--- src/rtl/shift_add_multiplier.sv ---
// shift_add_multiplier: sequential unsigned shift-and-add multiplier with early exit
// Ports:
//   clk_i          rising-edge clock
//   reset_ni       asynchronous active-low reset
//   multiplicand_i WIDTH-bit unsigned multiplicand, sampled on accepted start
//   multiplier_i   WIDTH-bit unsigned multiplier, sampled on accepted start
//   start_i        request, accepted only in IDLE
//   busy_o         high while iterating
//   finish_o       one-cycle completion pulse
//   product_o      2*WIDTH-bit product, held until the next accepted start
module shift_add_multiplier #(
    parameter int WIDTH = 8
) (
    input  logic               clk_i,
    input  logic               reset_ni,
    input  logic [WIDTH-1:0]   multiplicand_i,
    input  logic [WIDTH-1:0]   multiplier_i,
    input  logic               start_i,
    output logic               busy_o,
    output logic               finish_o,
    output logic [2*WIDTH-1:0] product_o
);
    localparam logic [1:0] IDLE   = 2'd0;
    localparam logic [1:0] BUSY   = 2'd1;
    localparam logic [1:0] FINISH = 2'd2;
    logic [1:0]         state;
    logic [2*WIDTH-1:0] acc;
    logic [2*WIDTH-1:0] mcand;
    logic [WIDTH-1:0]   mplier;
    always_ff @(posedge clk_i or negedge reset_ni) begin
        if (!reset_ni) begin
            state  <= IDLE;
            acc    <= '0;
            mcand  <= '0;
            mplier <= '0;
        end else begin
            case (state)
                IDLE: if (start_i) begin
                    acc    <= '0;
                    mcand  <= {{WIDTH{1'b0}}, multiplicand_i};
                    mplier <= multiplier_i;
                    state  <= (multiplier_i != '0) ? BUSY : FINISH;
                end
                BUSY: begin
                    if (mplier[0]) acc <= acc + mcand;
                    mcand  <= mcand << 1;
                    mplier <= mplier >> 1;
                    // exit once no set bits remain above the one consumed this cycle
                    if ((mplier >> 1) == '0) state <= FINISH;
                end
                FINISH: state <= IDLE;
                default: state <= IDLE;
            endcase
        end
    end
    assign busy_o    = (state == BUSY);
    assign finish_o  = (state == FINISH);
    assign product_o = acc;
endmodule
--- config.mk ---
export PLATFORM = sky130hd
export DESIGN_NAME = shift_add_multiplier
export DESIGN_NICKNAME = d
export VERILOG_FILES = /design/src/rtl/shift_add_multiplier.sv
export SDC_FILE = /design/constraint.sdc
export NUM_CORES = 1
export LEC_CHECK = 0
export CAP_MARGIN = 10
export CELL_PAD_IN_SITES_DETAIL_PLACEMENT = 2
export CELL_PAD_IN_SITES_GLOBAL_PLACEMENT = 2
export CORE_ASPECT_RATIO = 1.1
export CORE_MARGIN = 4
export CORE_UTILIZATION = 42
export CTS_CLUSTER_DIAMETER = 150
export DETAILED_ROUTE_END_ITERATION = 10
export DONT_BUFFER_PORTS = 1
export PLACE_DENSITY = 0.86
export SLEW_MARGIN = 10
export SYNTH_ARGS = -nofsm -noshare
export SYNTH_HDL_FRONTEND = slang
export SYNTH_SLANG_ARGS = --single-unit
export TNS_END_PERCENT = 20
--- constraint.sdc ---
create_clock -name clk_i -period 3.4 [get_ports clk_i]
set_input_delay 0.51 -clock clk_i [delete_from_list [all_inputs] [get_ports clk_i]]
set_output_delay 0.51 -clock clk_i [all_outputs]
set_load 0.05 [all_outputs]
==> flow_metrics.tcl <==
set metrics [dict create \
    async_flop_share 1.00 \
    ys.flop_type "dfrtp_1" \
    synthTopCellsByArea "dfrtp_1 (41%), ha_1 (7.4%), nand2_1 (6.3%)" \
    end_kind "register" \
    cts_htree_levels 2 \
    initial_core_util 0.436 \
    ant_nets 0 \
    yosysSeqAreaShare 0.412 \
    synth_top_area_frac 0.412 \
    slowest_stage "dfrtp_1" \
    synth_most_common_cell "nand2_1" \
    slowest_delay_ns 0.70 \
    wl_microns 7480 \
    cts_setup_buffers 0 \
    fill_cells 652 \
    synthTopCellsByCount "nand2_1 (43), dfrtp_1 (42), o21ai_0 (31)" \
    num_rows 29 \
    place_hpwl_microns 5230 \
    io_pins 37 \
    setup_viol 0 \
    period_minus_slack_ns 2.61 \
    startpoint_type "register" \
    outcome "finished, final reports clean" \
    cts_root_buffer "clkbuf_8" \
    ir_drop_uv 474 \
    synth_top_area_cell "dfrtp_1" \
    clk_pin_slew_ns 0.09 \
    grt_pass1_wl_microns 12300 \
    synth_cell_type_count 48 \
    relSlewSlack 0.380 \
    post_cts_resized 0 \
    drc 0 \
    worst_pin_slew_ns 0.929 \
    p_per_area_nw_per_um2 1070 \
    fin_crit_sh 0.768 \
    nets 301 \
    synth_edf_count 0 \
    instances_no_fill 344 \
    final_layout_size_suffix_gt1_frac 0.0749 \
    die_area_sq_um 7380 \
    finalHoldViolCount 0 \
    netlist_instances 271 \
    tns_ns 0 \
    place_congestion 0.814 \
    skew_ns 0.0158 \
    placed_cells 335 \
    grt_pass1_vias 2301 \
    cts_buffers 5 \
    antenna_found_initial 0 \
    design.core.area_sq_um 5840 \
    arrival_ns 2.81 \
    cts_buffer_depth 2 \
    crit_type "register to register" \
    cpLargestDelayFamily "compound AO/OA/AOI/OAI gates" \
    leakagePower_nw 1.23 \
    die_y_microns 89.7 \
    synth_nets 306 \
    path_max_fanout 4 \
    p_total_mw 2.90 \
    cp_num_buf_inv 1 \
    holdCritPathClass "input pin to async pin" \
    grt_setup_unrepaired "no" \
    syn2layout_area_growth_pct 6.63 \
    ys_seq_elements 42 \
    die_w_microns 82.3 \
    grt-ovfl-total 0 \
    cts_hold_buf 1 \
    synth_warnings 0 \
    slew_viol_final 0 \
    via_per_inst 6.18 \
    cp.required_ns 3.60 \
    antenna_cells 0 \
    io_buffers 0 \
    vias 2127 \
    r2r_slack_ns 0.79 \
    worstPathCellList "inv_1, fa_1, nor2b_1, o211ai_1, a211oi_1, o21ai_0, a32o_1" \
    maxCapViolations 0 \
    drt_pass1_iterations 4 \
    syn_area_sq_um 2550 \
    drt_iter0_markers 60 \
    wl_per_cell_microns 21.8 \
    grtUsageTotal 0.215 \
    synth.avg_cell_area_sq_um 9.40 \
    clock_latency_ns 0.31 \
    tritoncts "done" \
    grt_max_degree 43 \
    max_freq_mhz 383 \
    cts_sinks 42 \
]
## power by group
part / internal (mW) / leakage [nW] / switching, mW
clock network: 0.145 / 0.0441 / 0.193
registers: 0.703 / 0.548 / 0.468
logic: 0.512 / 0.634 / 0.879
total: 1.36 / 1.23 / 1.54
## flip-flops by register name, indices dropped and copies added, names as in the netlist
| signal | flops |
|---|---|
| state | 2 |
| mcand | 16 |
| mplier | 8 |
| product_o | 16 |
## cells in the final DEF, fill, tap and decap left out, types with 2 or more instances in the layout
cell type and instances:
a211oi_1 4, a21o_1 5, a21oi_1 14, a22o_1 9, a32o_1 2, and4_1 3, buf_4 3, clkbuf_8 5
dfrtp_1 42, ha_1 15, inv_1 3, mux2i_1 15, nand2_1 43, nand3_1 8, nand4_1 3, nor2_1 4
nor2b_1 6, nor3_1 3, nor4_1 4, o2111ai_1 2, o211ai_1 2, o211ai_2 2, o21ai_0 31, o31a_1 3
o31ai_1 2, or3_1 3, or4_1 2, xnor2_1 4, xor2_1 4
## worst register-to-register path: stages, from the launching register on
cell and delay [ns]:
dfrtp_1 0.70, inv_1 0.16, fa_1 0.48, nor2b_1 0.26
o211ai_1 0.17, a211oi_1 0.32, o21ai_0 0.14, a32o_1 0.27
## cell families (layout without fill, tap and decap cells)
group                    count (synthesis)  in the layout  synth area share
AO/OA/AOI/OAI                           84             84             0.220
XOR/XNOR                                 8              8            0.0275
adder cells (fa/ha/maj)                 16             16            0.0815
buffers and inverters                   20             16            0.0339
flip-flops                              42             42             0.412
multiplexers                            15             15            0.0589
AND/OR/NAND/NOR                         86             86             0.166
## through the flow
step                      hold slack (ns)  utilization  cell area [sq um]  worst slack [ns]
final                              0.0237        0.465               2720             0.789
after CTS                          0.0281        0.465               2720             0.772
after global routing               0.0314        0.465               2720             0.583
after detailed placement            0.216        0.445               2600             0.803
after global placement              0.216        0.445               2600             0.976
after floorplan                     0.214            -               2550              1.04
## cell type report
| cell class | count | area, sq um | share of cell area |
|---|---|---|---|
| clock buffer | 5 | 68.8 | 0.0253 |
| clock inverter | 3 | 21.3 | 0.00783 |
| inverter | 4 | 15.0 | 0.00552 |
| multi-input combinational | 209 | 1420 | 0.521 |
| sequential | 42 | 1050 | 0.387 |
| tap | 77 | 96.3 | 0.0355 |
| timing repair buffer | 4 | 50.0 | 0.0184 |
## path summary, 6_finish.rpt
check                                        from       endpoint  cells past startpoint
worst max-delay path                 product_o[1]  product_o[10]                      7
worst min-delay path                     reset_ni  product_o[10]                      1
worst max register to register       product_o[1]  product_o[10]                      7
worst min register to register          mplier[3]      mplier[3]                      2
max in group asynchronous                reset_ni      mcand[10]                      1
min in group clk_i              multiplicand_i[5]       mcand[5]                      2
## layer usage
layer,GRT usage,wire (microns),vias up
li1,-,-,985
met1,0.263,3130,1083
met2,0.358,3830,45
met3,0.0510,346,14
met4,0.0803,167,0
met5,0,0,-
Note: power is estimated with default switching activity, not from simulation.
